`config.mk`:
```
export PLATFORM = sky130hd
export DESIGN_NAME = fpu_issue_unit_flat
export DESIGN_NICKNAME = d
export VERILOG_FILES = /design/src/rtl/fpu_issue_if.sv /design/src/rtl/fpu_issue_unit.sv /design/src/flat_wrapper.sv
export SDC_FILE = /design/constraint.sdc
export NUM_CORES = 1
export LEC_CHECK = 0
export ABC_AREA = 1
export CAP_MARGIN = 10
export CELL_PAD_IN_SITES_DETAIL_PLACEMENT = 0
export CELL_PAD_IN_SITES_GLOBAL_PLACEMENT = 1
export CORE_MARGIN = 2
export CORE_UTILIZATION = 35
export DETAILED_ROUTE_END_ITERATION = 10
export PLACE_DENSITY = 0.89
export SLEW_MARGIN = 20
export SYNTH_ARGS = -nofsm -noshare
export SYNTH_HDL_FRONTEND = slang
export SYNTH_SLANG_ARGS = --single-unit
```
`constraint.sdc`:
```
create_clock -name clk -period 6.42 [get_ports clk]
set_input_delay 0.963 -clock clk [delete_from_list [all_inputs] [get_ports clk]]
set_output_delay 0.963 -clock clk [all_outputs]
set_load 0.03 [all_outputs]
```
`src/rtl/fpu_issue_if.sv`:
```
// fpu_issue_if: core command, FPU request/result and writeback bundle for fpu_issue_unit
// master (issue unit) drives cmd_ready, fpu_* request fields, fpu_cpu_ready, wb_*, status flags
// slave (core + wrapper side) drives cmd_*, fpu_ready, fpu_result_valid/tag_out/result, wb_ready
interface fpu_issue_if #(parameter int MAN_WIDTH = 24, parameter int EXP_WIDTH = 8, parameter int RD_WIDTH = 5);
  localparam int W = MAN_WIDTH + EXP_WIDTH;
  logic cmd_valid, cmd_ready;
  logic [2:0] cmd_op, cmd_rm;
  logic [RD_WIDTH-1:0] cmd_rd;
  logic [W-1:0] cmd_a, cmd_b;
  logic fpu_in_valid, fpu_ready;
  logic [3:0] fpu_tag;
  logic [2:0] fpu_operator, fpu_rounding_mode;
  logic [W-1:0] fpu_op1, fpu_op2;
  logic fpu_result_valid, fpu_cpu_ready;
  logic [3:0] fpu_tag_out;
  logic [W-1:0] fpu_result;
  logic wb_valid, wb_ready;
  logic [RD_WIDTH-1:0] wb_rd;
  logic [W-1:0] wb_data;
  logic [4:0] outstanding;
  logic cmd_illegal, spurious_tag;
  modport master(
    input cmd_valid, cmd_op, cmd_rm, cmd_rd, cmd_a, cmd_b, fpu_ready,
    input fpu_result_valid, fpu_tag_out, fpu_result, wb_ready,
    output cmd_ready, fpu_in_valid, fpu_tag, fpu_operator, fpu_rounding_mode, fpu_op1, fpu_op2,
    output fpu_cpu_ready, wb_valid, wb_rd, wb_data, outstanding, cmd_illegal, spurious_tag
  );
  modport slave(
    output cmd_valid, cmd_op, cmd_rm, cmd_rd, cmd_a, cmd_b, fpu_ready,
    output fpu_result_valid, fpu_tag_out, fpu_result, wb_ready,
    input cmd_ready, fpu_in_valid, fpu_tag, fpu_operator, fpu_rounding_mode, fpu_op1, fpu_op2,
    input fpu_cpu_ready, wb_valid, wb_rd, wb_data, outstanding, cmd_illegal, spurious_tag
  );
endinterface

```
`src/rtl/fpu_issue_unit.sv`:
```
// fpu_issue_unit: tags FP commands, drives the FPU request handshake, routes tagged results to writeback
// clk, reset: single clock, synchronous active-high reset
// io (fpu_issue_if.master): command port, FPU request/result port, writeback port, status flags
module fpu_issue_unit #(
  parameter int MAN_WIDTH = 24,
  parameter int EXP_WIDTH = 8,
  parameter int NUM_TAGS = 16,
  parameter int RD_WIDTH = 5
) (
  input logic clk,
  input logic reset,
  fpu_issue_if.master io
);
  localparam int W = MAN_WIDTH + EXP_WIDTH;
  typedef enum logic {IDLE, REQ} state_t;
  state_t state_q;
  logic [NUM_TAGS-1:0] valid_q, valid_d;
  logic [RD_WIDTH-1:0] rd_q [NUM_TAGS];
  logic [RD_WIDTH-1:0] hit_rd;
  logic [3:0] tag_q, alloc;
  logic [2:0] op_q, rm_q;
  logic [W-1:0] a_q, b_q;
  logic [4:0] cnt;
  logic ill_q, spur_q, have_free, waw, hit, legal, slot, acc, acc_legal, xfer;
  // Table scan over registered state only: lowest free tag, WAW match, result lookup, popcount
  always_comb begin
    alloc = '0;
    have_free = 1'b0;
    waw = 1'b0;
    hit = 1'b0;
    hit_rd = '0;
    cnt = '0;
    for (int t = NUM_TAGS - 1; t >= 0; t--) begin
      alloc = valid_q[t] ? alloc : 4'(t);
      have_free = have_free | ~valid_q[t];
      waw = waw | (valid_q[t] & (rd_q[t] == io.cmd_rd));
      hit = hit | (valid_q[t] & (io.fpu_tag_out == 4'(t)));
      hit_rd = (io.fpu_tag_out == 4'(t)) ? rd_q[t] : hit_rd;
      cnt = cnt + 5'(valid_q[t]);
    end
  end
  assign legal = io.cmd_op <= 3'd4;
  assign slot = (state_q == IDLE) | io.fpu_ready;
  // Illegal ops only need the request slot; they never take a tag
  assign io.cmd_ready = ~reset & slot & (~legal | (have_free & ~waw));
  assign acc = io.cmd_valid & io.cmd_ready;
  assign acc_legal = acc & legal;
  // Misses are always drained so a stray tag can never wedge the wrapper
  assign io.fpu_cpu_ready = io.wb_ready | ~hit;
  assign xfer = io.fpu_result_valid & io.fpu_cpu_ready & hit;
  always_comb begin
    valid_d = valid_q;
    for (int t = 0; t < NUM_TAGS; t++)
      valid_d[t] = (valid_q[t] & ~(xfer & (io.fpu_tag_out == 4'(t)))) | (acc_legal & (alloc == 4'(t)));
  end
  always_ff @(posedge clk) begin
    if (reset) begin
      state_q <= IDLE;
      valid_q <= '0;
      tag_q <= '0;
      op_q <= '0;
      rm_q <= '0;
      a_q <= '0;
      b_q <= '0;
      ill_q <= 1'b0;
      spur_q <= 1'b0;
    end else begin
      valid_q <= valid_d;
      ill_q <= acc & ~legal;
      spur_q <= spur_q | (io.fpu_result_valid & ~hit);
      for (int t = 0; t < NUM_TAGS; t++)
        if (acc_legal && alloc == 4'(t)) rd_q[t] <= io.cmd_rd;
      if (acc_legal) begin
        state_q <= REQ;
        tag_q <= alloc;
        op_q <= io.cmd_op;
        rm_q <= io.cmd_rm;
        a_q <= io.cmd_a;
        b_q <= io.cmd_b;
      end else if (io.fpu_ready) state_q <= IDLE;
    end
  end
  assign io.fpu_in_valid = state_q == REQ;
  assign io.fpu_tag = tag_q;
  assign io.fpu_operator = op_q;
  assign io.fpu_rounding_mode = rm_q;
  assign io.fpu_op1 = a_q;
  assign io.fpu_op2 = b_q;
  assign io.wb_valid = io.fpu_result_valid & hit;
  assign io.wb_rd = hit_rd;
  assign io.wb_data = io.fpu_result;
  assign io.outstanding = cnt;
  assign io.cmd_illegal = ill_q;
  assign io.spurious_tag = spur_q;
endmodule

```
`src/flat_wrapper.sv`:
```
// flat-port wrapper written by rule: the top's interface ports become plain ports
module fpu_issue_unit_flat 
#(
  parameter int MAN_WIDTH = 24,
  parameter int EXP_WIDTH = 8,
  parameter int NUM_TAGS = 16,
  parameter int RD_WIDTH = 5
)
  (clk, reset, io_cmd_valid, io_cmd_op, io_cmd_rm, io_cmd_rd, io_cmd_a, io_cmd_b, io_fpu_ready, io_fpu_result_valid, io_fpu_tag_out, io_fpu_result, io_wb_ready, io_cmd_ready, io_fpu_in_valid, io_fpu_tag, io_fpu_operator, io_fpu_rounding_mode, io_fpu_op1, io_fpu_op2, io_fpu_cpu_ready, io_wb_valid, io_wb_rd, io_wb_data, io_outstanding, io_cmd_illegal, io_spurious_tag);
  fpu_issue_if #(.MAN_WIDTH(MAN_WIDTH), .EXP_WIDTH(EXP_WIDTH), .RD_WIDTH(RD_WIDTH)) io_i ();
  input logic clk;
  input logic reset;
  input wire logic [$bits(io_i.cmd_valid)-1:0] io_cmd_valid;
  input wire logic [$bits(io_i.cmd_op)-1:0] io_cmd_op;
  input wire logic [$bits(io_i.cmd_rm)-1:0] io_cmd_rm;
  input wire logic [$bits(io_i.cmd_rd)-1:0] io_cmd_rd;
  input wire logic [$bits(io_i.cmd_a)-1:0] io_cmd_a;
  input wire logic [$bits(io_i.cmd_b)-1:0] io_cmd_b;
  input wire logic [$bits(io_i.fpu_ready)-1:0] io_fpu_ready;
  input wire logic [$bits(io_i.fpu_result_valid)-1:0] io_fpu_result_valid;
  input wire logic [$bits(io_i.fpu_tag_out)-1:0] io_fpu_tag_out;
  input wire logic [$bits(io_i.fpu_result)-1:0] io_fpu_result;
  input wire logic [$bits(io_i.wb_ready)-1:0] io_wb_ready;
  output wire logic [$bits(io_i.cmd_ready)-1:0] io_cmd_ready;
  output wire logic [$bits(io_i.fpu_in_valid)-1:0] io_fpu_in_valid;
  output wire logic [$bits(io_i.fpu_tag)-1:0] io_fpu_tag;
  output wire logic [$bits(io_i.fpu_operator)-1:0] io_fpu_operator;
  output wire logic [$bits(io_i.fpu_rounding_mode)-1:0] io_fpu_rounding_mode;
  output wire logic [$bits(io_i.fpu_op1)-1:0] io_fpu_op1;
  output wire logic [$bits(io_i.fpu_op2)-1:0] io_fpu_op2;
  output wire logic [$bits(io_i.fpu_cpu_ready)-1:0] io_fpu_cpu_ready;
  output wire logic [$bits(io_i.wb_valid)-1:0] io_wb_valid;
  output wire logic [$bits(io_i.wb_rd)-1:0] io_wb_rd;
  output wire logic [$bits(io_i.wb_data)-1:0] io_wb_data;
  output wire logic [$bits(io_i.outstanding)-1:0] io_outstanding;
  output wire logic [$bits(io_i.cmd_illegal)-1:0] io_cmd_illegal;
  output wire logic [$bits(io_i.spurious_tag)-1:0] io_spurious_tag;
  assign io_i.cmd_valid = io_cmd_valid;
  assign io_i.cmd_op = io_cmd_op;
  assign io_i.cmd_rm = io_cmd_rm;
  assign io_i.cmd_rd = io_cmd_rd;
  assign io_i.cmd_a = io_cmd_a;
  assign io_i.cmd_b = io_cmd_b;
  assign io_i.fpu_ready = io_fpu_ready;
  assign io_i.fpu_result_valid = io_fpu_result_valid;
  assign io_i.fpu_tag_out = io_fpu_tag_out;
  assign io_i.fpu_result = io_fpu_result;
  assign io_i.wb_ready = io_wb_ready;
  assign io_cmd_ready = io_i.cmd_ready;
  assign io_fpu_in_valid = io_i.fpu_in_valid;
  assign io_fpu_tag = io_i.fpu_tag;
  assign io_fpu_operator = io_i.fpu_operator;
  assign io_fpu_rounding_mode = io_i.fpu_rounding_mode;
  assign io_fpu_op1 = io_i.fpu_op1;
  assign io_fpu_op2 = io_i.fpu_op2;
  assign io_fpu_cpu_ready = io_i.fpu_cpu_ready;
  assign io_wb_valid = io_i.wb_valid;
  assign io_wb_rd = io_i.wb_rd;
  assign io_wb_data = io_i.wb_data;
  assign io_outstanding = io_i.outstanding;
  assign io_cmd_illegal = io_i.cmd_illegal;
  assign io_spurious_tag = io_i.spurious_tag;
  fpu_issue_unit #(.MAN_WIDTH(MAN_WIDTH), .EXP_WIDTH(EXP_WIDTH), .NUM_TAGS(NUM_TAGS), .RD_WIDTH(RD_WIDTH)) u_core (.clk(clk), .reset(reset), .io(io_i));
endmodule
```
Word-level counts from Yosys, hierarchy flattened:

Memory sizes are Yosys's and may differ from the RTL's.
Cells that the tools add are included.

* add/subtract/negate cells: 15
* $lt $le $gt $ge: 1
* eq/ne operators: 46
* muxes and demuxes: 127
* bitwise gates (word level): 192
* reductions and logical operators: 34

Operator list (number)
* 5-bit two-way mux: 31
* 4-bit two-way mux: 31
* 1-bit AND: 90
* 5-bit equality test: 16
* 5-bit OR reduction: 15
* 5-bit by 1-bit adder with 5-bit output: 14
* 1-bit two-way mux: 65
* 1-bit bitwise OR: 65
* 4-bit equality test, second input constant: 16
* 1-bit NOT: 37
* 4-bit by 3-bit equality test with 1-bit output, second input constant: 8
* 4-bit by 2-bit equality test with 1-bit output, second input constant: 4
* 1-bit logical AND: 16
* 4-bit by 1-bit equality test with 1-bit output, second input constant: 2
* 4-bit zero test: 2
* 3-bit less-or-equal comparator, second input constant: 1
* 1-bit by 1-bit adder with 2-bit output: 1
* 2-bit nonzero test: 1

* register bits: 93
* memory bits (writable): 80
* input port bits: 117
* output and inout port bits: 122
* logic and storage cells: 425
* memories kept: 1

Memory list
* u_core.rd_q: words 16, width 5, read ports 16, clocked after memory_dff 0, wr ports 1, RTL line fpu_issue_unit.sv:18 `logic [RD_WIDTH-1:0] rd_q [NUM_TAGS];`

Longest topological paths before layout:

Gate-level depths: netlist of the first run.
An unclocked memory read counts as a cell.

* depth after elaboration: 44
* mapped depth: 17
* gate-level depth less buffers: 15

Worst setup path after synthesis of the first run:

Ideal clock, no wire load.

* path kind: flip-flop to output port
* from: register u_core.valid_q[15]
* to: output io_outstanding[2]
* arrival: 4.172 ns
* data required time: 5.457 ns
* setup slack: 1.285 ns
* cell stages (with the launch flop): 11
* buffers on the path: 0
* path through: dfxtp_1 > inv_1 > ha_1 > fa_1 > fa_1 > fa_1 > fa_1 > inv_1 > fa_1 > fa_1 > xor2_1

* longest elaborated chain between the ends: 15

RTL lines
* from (decl): RTL line fpu_issue_unit.sv:17 `logic [NUM_TAGS-1:0] valid_q, valid_d;`
* from (signal assigned): RTL line fpu_issue_unit.sv:68 `valid_q <= valid_d;`
* 1-bit by 1-bit adder with 2-bit output: RTL line fpu_issue_unit.sv:39 `cnt = cnt + 5'(valid_q[t]);`
* 5-bit by 1-bit adder with 5-bit output (14 in series): RTL line fpu_issue_unit.sv:39
* to (decl): RTL line flat_wrapper.sv:35 `output wire logic [$bits(io_i.outstanding)-1:0] io_outstanding;`

Every way passes these cells.

Final worst setup path of the first run:

Same ends and word-level chain as after synthesis.

==> impl_metrics.tcl, run 1 <==
set metrics [dict create \
    fill_cells 2581 \
    worstHoldPathCells 2 \
    end_kind "output pin" \
    p_switching_uw 704 \
    drive_above_1_share_pct 3.73 \
    vias 8150 \
    drt_first_pass_iters 7 \
    utilization_pct 44.9 \
    fmax_ghz 0.166 \
    critPathMaxFanout 6 \
    met3_usage_pct 5.79 \
    place_ws_ns 0.827 \
    core_area_um2 25100 \
    ios 239 \
    synth_top_area_share_pct 27.0 \
    ir_drop_mv 0.175 \
    slew_violations 0 \
    final_hold_viol_count 0 \
    syn_avg_cell_area_um2 7.44 \
    yosys_most_used_dff "dfxtp_1" \
    clock_skew_ns 0.0204 \
    die_height_um 164 \
    grt_pass1_vias 7899 \
    yosysMostFrequentCell "nand2_1" \
    n_antenna_cell 0 \
    antenna_found_initial 0 \
    insertion_delay_ns 0.44 \
    synth-seq-cells 173 \
    wirelength_mm 27.1 \
    die_w_um 164 \
    ys_types 31 \
    regArea_um2 4260 \
    dp_hpwl_mm 19.6 \
    worstMarginPinSlew_ns 0.891 \
    async_flop_share_pct 0 \
    netlist_top_cells_area "edfxtp_1 27%, dfxtp_1 21%, nand2_1 19%" \
    clkTransAtPathRegs_ns 0.07 \
    p_int_mw 1.83 \
    met2_usage_pct 33.6 \
    cts_htree_levels 4 \
    pwr-share-seq_pct 46.8 \
    finalWorstSetupSlack_ns 0.379 \
    final.period_utilization_pct 94.1 \
    max_slew_margin_pct 40.5 \
    clock_sinks 173 \
    nets 1460 \
    min_path_type "reg -> reg" \
    track_usage_pct 20.5 \
    place_congestion 0.922 \
    fin_setup_tns_ns 0 \
    synth_warnings 0 \
    p_leak_nw 4.59 \
    rr_worst_depth 11 \
    grt_busiest_layer "met2" \
    cts_tree "yes" \
    ys_top_cells_by_count "445 x nand2_1, 139 x nor2_1, 118 x inv_1, 93 x dfxtp_1, 84 x a21oi_1" \
    period_minus_slack_ns 6.04 \
    rsz0062_at_grt "no" \
    met1_usage_pct 26.1 \
    status "finished, final reports clean" \
    comb_power_share_pct 12.7 \
    cts-hold-fix-buffers 0 \
    cp.required_ns 5.46 \
    ctsResizeCount 0 \
    syn_inst 1198 \
    pwr-share-clk_pct 40.5 \
    startpoint_type "register" \
    switching_share_pct 27.8 \
    ys_seq_area_share_pct 47.9 \
    root_buffer "clkbuf_16" \
    routedWlPerCell_um 16.2 \
    netlist_area_um2 8910 \
    num_rows 58 \
    dpl_cell_area_um2 10700 \
    gr-total-overflow 0 \
    grt_pass1_wl_mm 42.4 \
    grt_max_degree 80 \
    initial_core_util_pct 35.5 \
    area_growth_pct 26.4 \
    route.antenna.remaining_nets 0 \
    synth_fp_nets 1332 \
    arrival_ns 5.08 \
    setup_viol 0 \
    dieArea_um2 26800 \
    max_cap_viol_count 0 \
    final_area_um2 11300 \
    multi_input_area_um2 3720 \
    criticalPathCategory "reg -> out" \
    drcViolationCount 0 \
    cts_setup_buffers 0 \
    synth_top_cell_by_area "edfxtp_1" \
    clockBufferDepth 2 \
    synth_edf_count 80 \
    post_drt_via_cell_ratio 4.88 \
    drtIter0Drc 604 \
    finalPower_mw 2.54 \
    p_per_area_nw_per_um2 225 \
    cts-buffers-inserted 17 \
    io_buffers 174 \
]
[path summary, 6_finish.rpt]
path	startpoint	endpoint	slack (ns)
min reg2reg	u_core.io.fpu_op1[13]$_SDFFE_PP0P_	u_core.io.fpu_op1[13]$_SDFFE_PP0P_	0.46
max reg2reg	u_core.rd_q[1][36]$_DFFE_PP_	u_core.rd_q[0][37]$_DFFE_PP_	3.12
min	u_core.io.fpu_op1[13]$_SDFFE_PP0P_	u_core.io.fpu_op1[13]$_SDFFE_PP0P_	0.46
max	u_core.valid_q[15]$_SDFF_PP0_	io_outstanding[2]	0.38
[layout by cell type, fill, tap and decap left out, drive strengths merged, types with 7 or more instances in the layout]
master and n:
a21oi 84, buf 9, clkbuf 18, clkdlybuf4s50 173, dfxtp 93, edfxtp 80
fa 10, ha 7, inv 131, nand2 445, nand3 55, nand4 14
nor2 141, o211ai 8, o21ai 36, xor2 7
[per-stage QoR]
| stage | std cells | hold slack (ns) |
|---|---|---|
| after floorplan | 1198 | 0.497 |
| after global placement | 1637 | 0.450 |
| after detailed placement | 1637 | 0.453 |
| after CTS | 1669 | 0.466 |
| after global routing | 1669 | 0.480 |
| final | 1669 | 0.463 |
[flip-flops by register name (all words and copies together) (netlist names)]
name	count
u_core.valid_q	16
u_core.io.spurious_tag	1
u_core.io.fpu_op2	32
u_core.io.fpu_op1	32
u_core.io.fpu_in_valid	1
u_core.io.fpu_tag	4
u_core.io.cmd_illegal	1
u_core.io.fpu_rounding_mode	3
u_core.io.fpu_operator	3
u_core.rd_q	80
[cells by family after synthesis]
family | synth area share, %
adder cells (fa/ha/maj) | 3.23
AO/OA/AOI/OAI | 8.31
XOR/XNOR | 0.786
flip-flops | 47.9
AND/OR/NAND/NOR | 29.4
buffers and inverters | 10.4
[critical path, cell delays in order, from the launching register on]
cell             delay, ns
dfxtp_1               0.43
inv_1                 0.07
ha_1                  0.29
fa_1                  0.51
fa_1                  0.52
fa_1                  0.52
fa_1                  0.54
inv_1                 0.05
fa_1                  0.46
fa_1                  0.42
xor2_1                0.15
clkdlybuf4s50_1       0.68
[area by class of cell]
| cell class | count | share of cell area [%] |
|---|---|---|
| clock buffer | 18 | 3.90 |
| clock inverter | 14 | 1.31 |
| inverter | 124 | 4.13 |
| multi-input combinational | 828 | 33.1 |
| sequential | 173 | 37.9 |
| tap | 330 | 3.67 |
| timing repair buffer | 182 | 16.1 |
[layer usage]
layer / up-vias / wire length, um / share of wire [%]
met4: 0 / 498 / 1.8
li1: 4018 / - / -
met2: 319 / 12700 / 47
met3: 38 / 2560 / 9.4
met1: 3775 / 11400 / 42
met5: - / 0 / 0
[power by group through the flow]
stage	clock network, mW	logic, mW	registers [mW]
after floorplan	0	0.167	1.25
after CTS	1.05	0.325	1.19
final	1.03	0.321	1.19
after global routing	1.09	0.351	1.19
after detailed placement	0	0.324	1.21
after global placement	0	0.323	1.21
Power figures use the tool's default switching activity.
==> run 2, diff against run 1 <==
CORE_ASPECT_RATIO = 0.9   (was not set)
==> run 2 against run 1 <==
Compared with the run above: critical path depth unchanged; non-clock buffer count grew 3; combinational power about the same; clock power hardly changed; final area rose by 0.30%; highest routed layer unchanged; die area about the same; fmax fell by 1.5%.
==> impl_metrics.tcl, run 2 (same netlist as run 1, synthesis figures left out) <==
set metrics [dict create \
    dp_hpwl_mm 19.4 \
    max_cap_viol_count 0 \
    track_usage_pct 20.6 \
    worstMarginPinSlew_ns 0.895 \
    cts-buffers-inserted 17 \
    final.period_utilization_pct 95.5 \
    core_area_um2 25000 \
    vias 7988 \
    clock_skew_ns 0.0138 \
    ir_drop_mv 0.167 \
    ctsResizeCount 0 \
    pwr-share-seq_pct 46.4 \
    critPathMaxFanout 6 \
    final_hold_viol_count 0 \
    pwr-share-clk_pct 41.1 \
    clkTransAtPathRegs_ns 0.07 \
    slowest_delay_ns 0.70 \
    r2r_slack_ns 3.20 \
    dp.cells 1652 \
    crit_path_frequent_cell "fa_1" \
    fin_setup_tns_ns 0 \
    top_register "u_core.rd_q" \
    grt_pass1_vias 7776 \
    place_congestion 0.924 \
    cts-hold-fix-buffers 0 \
    crit_chain "inv_1 > ha_1 > fa_1 > fa_1 > fa_1 > fa_1 > inv_1 > fa_1 > fa_1 > xor2_1 > clkdlybuf4s50_1" \
    fill_cells 2561 \
    antenna_found_initial 0 \
    drive_above_1_share_pct 3.95 \
    ios 239 \
    slew_violations 0 \
    cp.required_ns 5.46 \
    p_per_area_nw_per_um2 226 \
    die_w_um 172 \
    grt_pass1_wl_mm 42.3 \
    final_cell_mix "445 x nand2_1, 173 x clkdlybuf4s50_1, 139 x nor2_1" \
    setup_viol 0 \
    drcViolationCount 0 \
    cts_htree_levels 4 \
    finalPower_mw 2.56 \
    min_path_type "reg -> reg" \
    clockBufferDepth 2 \
    arrival_ns 5.17 \
    rsz0062_at_grt "no" \
    p_leak_nw 4.60 \
    initial_core_util_pct 35.6 \
    root_buffer "clkbuf_16" \
    regArea_um2 4260 \
    worstHoldPathCells 2 \
    comb_power_share_pct 12.5 \
    grt_max_degree 84 \
    place_ws_ns 0.748 \
    criticalPathCategory "reg -> out" \
    die_height_um 155 \
    fin_cells 1684 \
    drt_first_pass_iters 5 \
    hold_path_startpoint "u_core.io.fpu_op2[20]$_SDFFE_PP0P_" \
    cts_setup_buffers 0 \
    p_switching_uw 730 \
    drtIter0Drc 652 \
    dieArea_um2 26800 \
    fmax_ghz 0.163 \
    max_slew_margin_pct 40.3 \
    reg2reg_to "u_core.rd_q[0][35]$_DFFE_PP_" \
    gr-total-overflow 0 \
    rr_worst_depth 13 \
    wirelength_mm 26.8 \
    layout_commonest_cell "nand2_1" \
    nets 1463 \
    switching_share_pct 28.5 \
    startpoint_type "register" \
    n_antenna_cell 0 \
    io_buffers 174 \
    largest_reg_flops 80 \
    num_rows 55 \
    end_kind "output pin" \
    route.antenna.remaining_nets 0 \
    multi_input_area_um2 3720 \
    post_drt_via_cell_ratio 4.74 \
    period_minus_slack_ns 6.13 \
    routedWlPerCell_um 15.9 \
    clock_sinks 173 \
    cts_tree "yes" \
    status "finished, final reports clean" \
    finalWorstSetupSlack_ns 0.290 \
    p_int_mw 1.83 \
    insertion_delay_ns 0.44 \
    r2r_start "u_core.rd_q[1][5]$_DFFE_PP_" \
    min_to "u_core.io.fpu_op2[20]$_SDFFE_PP0P_" \
    cp_slowest_cell "clkdlybuf4s50_1" \
    area_growth_pct 26.8 \
    fin_hold_ws_ns 0.466 \
]
[run 2: cell types whose count changed in the layout (fill, tap and decap cells not counted)]
cell / change
buf_4: +4
clkinv_8: +1
clkinvlp_4: -1
clkbuf_8: -1
inv_12: +1
buf_12: -1
clkinv_4: -1
inv_4: +1
[run 2: power by group through the flow]
stage	Clock (mW)	Sequential, mW	Combinational, mW
after floorplan	0	1.25	0.167
after global placement	0	1.21	0.321
after detailed placement	0	1.21	0.321
after CTS	1.07	1.19	0.323
after global routing	1.11	1.19	0.348
final	1.05	1.19	0.320
[run 2: how the worst max path moves through the flow]
stage                   endpoint                          start  depth (start not counted)
2_1_floorplan  io_outstanding[2]  u_core.valid_q[15]$_SDFF_PP0_                         10
3_3_place_gp   io_outstanding[2]  u_core.valid_q[15]$_SDFF_PP0_                         11
3_5_place_dp   io_outstanding[2]  u_core.valid_q[15]$_SDFF_PP0_                         11
4_1_cts        io_outstanding[2]  u_core.valid_q[15]$_SDFF_PP0_                         11
5_1_grt        io_outstanding[2]  u_core.valid_q[15]$_SDFF_PP0_                         11
6_report       io_outstanding[2]  u_core.valid_q[15]$_SDFF_PP0_                         11
[run 2: worst max-delay path, delay by kind of cell, from the launching register on]
kind                       cells  cell delay [ns]
buffers and inverters          3             0.84
xor gates and xnor gates       1             0.15
adders and majority gates      7             3.31
DFF                            1             0.44
[run 2: routing by layer]
layer / track usage [%] / wire length (um)
met5: 0 / 0
met4: 4.76 / 383
met2: 31.9 / 12100
met3: 7.15 / 2480
met1: 27.6 / 11900
[run 2: per-stage QoR]
step	instance area [um^2]	utilization [%]
3_3_place_gp	10700	42.7
5_1_grt	11300	45.1
6_report	11300	45.1
2_1_floorplan	8910	-
3_5_place_dp	10700	42.7
4_1_cts	11300	45.1
[run 2: layout make-up]
class | count | area share (%)
flip-flops and latches | 173 | 37.7
multi-input cells | 828 | 33.0
repair buffers | 185 | 16.1
inverters | 124 | 4.12
well taps | 342 | 3.79
clock buffers | 17 | 3.77
clock inverters | 15 | 1.51
==> run 3, diff against run 2 <==
ABC_AREA = 0   (was 1)
CORE_UTILIZATION = 37   (was 35)
PLACE_DENSITY = 0.88   (was 0.89)
SLEW_MARGIN = not set   (was 20)
==> run 3 against run 2 <==
Compared with the run above: the run now ends with design-rule violations left; wire length down 4.4%; cell count fell by 23%; synthesized cell count fell by 26%; final area shrank 1.8%; global-route usage shrank 0.68 points; largest cell class unchanged.
==> impl_metrics.tcl, run 3 <==
set metrics [dict create \
    root_buffer "clkbuf_16" \
    initial_core_util_pct 37.9 \
    synth_fp_nets 1015 \
    dieArea_um2 25300 \
    track_usage_pct 19.9 \
    synth-simple-area-share_pct 12.5 \
    area_growth_pct 24.8 \
    startpoint_type "register" \
    end_kind "output pin" \
    wirelength_mm 25.6 \
    p_leak_nw 3.71 \
    r2r_slack_ns 2.84 \
    met3_usage_pct 4.73 \
    drcViolationCount 12 \
    cts_setup_buffers 0 \
    clockBufferDepth 2 \
    grt_busiest_layer "met2" \
    dp_hpwl_mm 17.3 \
    synth_mux_area_share_pct 3.96 \
    clock_sinks 173 \
    final.period_utilization_pct 94.7 \
    slew_violations 0 \
    yosysMostFrequentCell "dfxtp_1" \
    setup_viol 0 \
    synth_top_family_by_area "compound AO/OA/AOI/OAI gates" \
    insertion_delay_ns 0.43 \
    antenna_found_initial 0 \
    min_path_type "reg -> reg" \
    synthAdderAreaFrac_pct 3.24 \
    synth_xor_area_share_pct 8.08 \
    cts_htree_levels 4 \
    place_congestion 0.923 \
    ys_top_cells_by_count "93 x dfxtp_1, 89 x a21oi_1, 86 x nand3_1, 84 x o21ai_0, 80 x edfxtp_1" \
    met1_usage_pct 26.5 \
    drt_first_pass_iters 9 \
    post_drt_via_cell_ratio 5.58 \
    rsz0062_at_grt "no" \
    n_antenna_cell 0 \
    fmax_ghz 0.164 \
    fin_setup_tns_ns 0 \
    final_cell_mix "173 x clkdlybuf4s50_1, 93 x dfxtp_1, 89 x a21oi_1" \
    netlist_top_cells_area "edfxtp_1 27%, dfxtp_1 21%, a21oi_1 5.0%" \
    r2r_start "u_core.rd_q[0][26]$_DFFE_PP_" \
    nets 1119 \
    p_per_area_nw_per_um2 233 \
    netlist_area_um2 8890 \
    die_w_um 167 \
    vias 7253 \
    die_height_um 151 \
    synth_compound_area_share_pct 16.0 \
    status "finished with violations" \
    layout_commonest_cell "clkdlybuf4s50_1" \
    ir_drop_mv 0.157 \
    cts-buffers-inserted 17 \
    synth_warnings 0 \
    max_cap_viol_count 0 \
    reg2reg_to "u_core.rd_q[0][20]$_DFFE_PP_" \
    synth-seq-cells 173 \
    grt_max_degree 75 \
    io_buffers 174 \
    multi_input_area_um2 3900 \
    dp.cells 1268 \
    async_flop_share_pct 0 \
    syn_inst 881 \
    drtIter0Drc 698 \
    fill_cells 2192 \
    fin_cells 1300 \
    top_register "u_core.rd_q" \
    cp.required_ns 5.46 \
    yosys_most_used_dff "dfxtp_1" \
    met2_usage_pct 31.1 \
    clkTransAtPathRegs_ns 0.07 \
    ios 239 \
    drive_above_1_share_pct 7.41 \
    cts_tree "yes" \
    gr-total-overflow 0 \
    final_hold_viol_count 0 \
    synth_top_area_share_pct 27.0 \
    synth_top_cell_by_area "edfxtp_1" \
    max_slew_margin_pct 45.1 \
    rr_worst_depth 8 \
    route.antenna.remaining_nets 0 \
    ys_types 63 \
    largest_reg_flops 80 \
    period_minus_slack_ns 6.08 \
    ys_seq_area_share_pct 48.0 \
    critPathMaxFanout 6 \
    arrival_ns 5.12 \
    criticalPathCategory "reg -> out" \
    grt_pass1_vias 6935 \
    crit_start "u_core.valid_q[15]$_SDFF_PP0_" \
    synth_edf_count 80 \
    clock_skew_ns 0.0174 \
    worstMarginPinSlew_ns 0.821 \
    core_area_um2 23500 \
    violations "design-rule violations" \
    num_rows 53 \
    cts-hold-fix-buffers 0 \
    syn_avg_cell_area_um2 10.1 \
    routedWlPerCell_um 19.7 \
    grt_pass1_wl_mm 39.3 \
    critical_path.endpoint "io_outstanding[2]" \
    ctsResizeCount 0 \
    regArea_um2 4260 \
]
==> run 3: changes by cell type after synthesis, moves of 16 or more <==
cell / previous run / this run
nand2_1: 445 / 34
o31ai_1: 0 / 16
inv_1: 118 / 31
nor3_1: 6 / 26
clkbuf_1: 13 / 30
xor2_1: 7 / 48
nand3_1: 55 / 86
nor2_1: 139 / 15
o21ai_0: 26 / 84
xnor2_1: 1 / 34
==> run 3: how the worst min path moves through the flow <==
| stage | from | to | slack (ns) | depth (start not counted) |
|---|---|---|---|---|
| floorplan | u_core.valid_q[9]$_SDFF_PP0_ | u_core.valid_q[9]$_SDFF_PP0_ | 0.49 | 2 |
| global placement | u_core.io.spurious_tag$_SDFF_PP0_ | u_core.io.spurious_tag$_SDFF_PP0_ | 0.45 | 2 |
| detailed placement | u_core.io.spurious_tag$_SDFF_PP0_ | u_core.io.spurious_tag$_SDFF_PP0_ | 0.47 | 2 |
| CTS | u_core.io.fpu_op1[29]$_SDFFE_PP0P_ | u_core.io.fpu_op1[29]$_SDFFE_PP0P_ | 0.48 | 2 |
| global route | u_core.io.fpu_op2[29]$_SDFFE_PP0P_ | u_core.io.fpu_op2[29]$_SDFFE_PP0P_ | 0.50 | 2 |
| finish | u_core.io.fpu_op2[9]$_SDFFE_PP0P_ | u_core.io.fpu_op2[9]$_SDFFE_PP0P_ | 0.48 | 2 |
==> run 3: critical path, stage by stage (launching register included) <==
cell             delay [ns]
dfxtp_1                0.43
inv_1                  0.07
ha_1                   0.32
fa_1                   0.51
fa_1                   0.52
fa_1                   0.53
fa_1                   0.55
inv_1                  0.05
fa_1                   0.46
fa_1                   0.42
xor2_1                 0.14
clkdlybuf4s50_1        0.68
==> run 3: area by class of cell <==
type | instances | area share, %
clock inverters | 13 | 1.18
multi-input cells | 575 | 35.1
well taps | 302 | 3.41
inverters | 31 | 1.05
clock buffers | 19 | 4.29
flip-flops and latches | 173 | 38.4
repair buffers | 187 | 16.5
==> run 3: logic make-up (layout without fill, tap and decap cells) <==
kind of cell,Yosys count,count (layout)
xor+xnor,82,82
simple gates,213,213
fa+ha+maj,17,17
buf+inv,133,250
mux,22,22
flops,173,173
compound gates,241,241
==> run 3: per-layer routing <==
layer	up-vias	part of all wire [%]	wire length, um
met1	3508	42	10800
met4	0	3.3	843
met5	-	0	0
met3	50	7.3	1880
met2	297	47	12100
li1	3398	-	-
==> run 3: per-stage QoR <==
step	power, mW	worst slack [ns]	hold WS [ns]	area, um^2	utilization, %
2_1_floorplan	1.44	1.29	0.485	8890	-
3_3_place_gp	1.54	0.845	0.450	10500	44.7
3_5_place_dp	1.55	0.784	0.466	10500	44.7
4_1_cts	2.60	0.316	0.478	11100	47.3
5_1_grt	2.67	0.156	0.499	11100	47.3
6_report	2.58	0.339	0.477	11100	47.3
==> run 3: report_power, final <==
group / total, mW / internal, mW / switching, mW
logic: 0.336 / 0.142 / 0.194
clock network: 1.06 / 0.567 / 0.492
registers: 1.19 / 1.17 / 0.0124
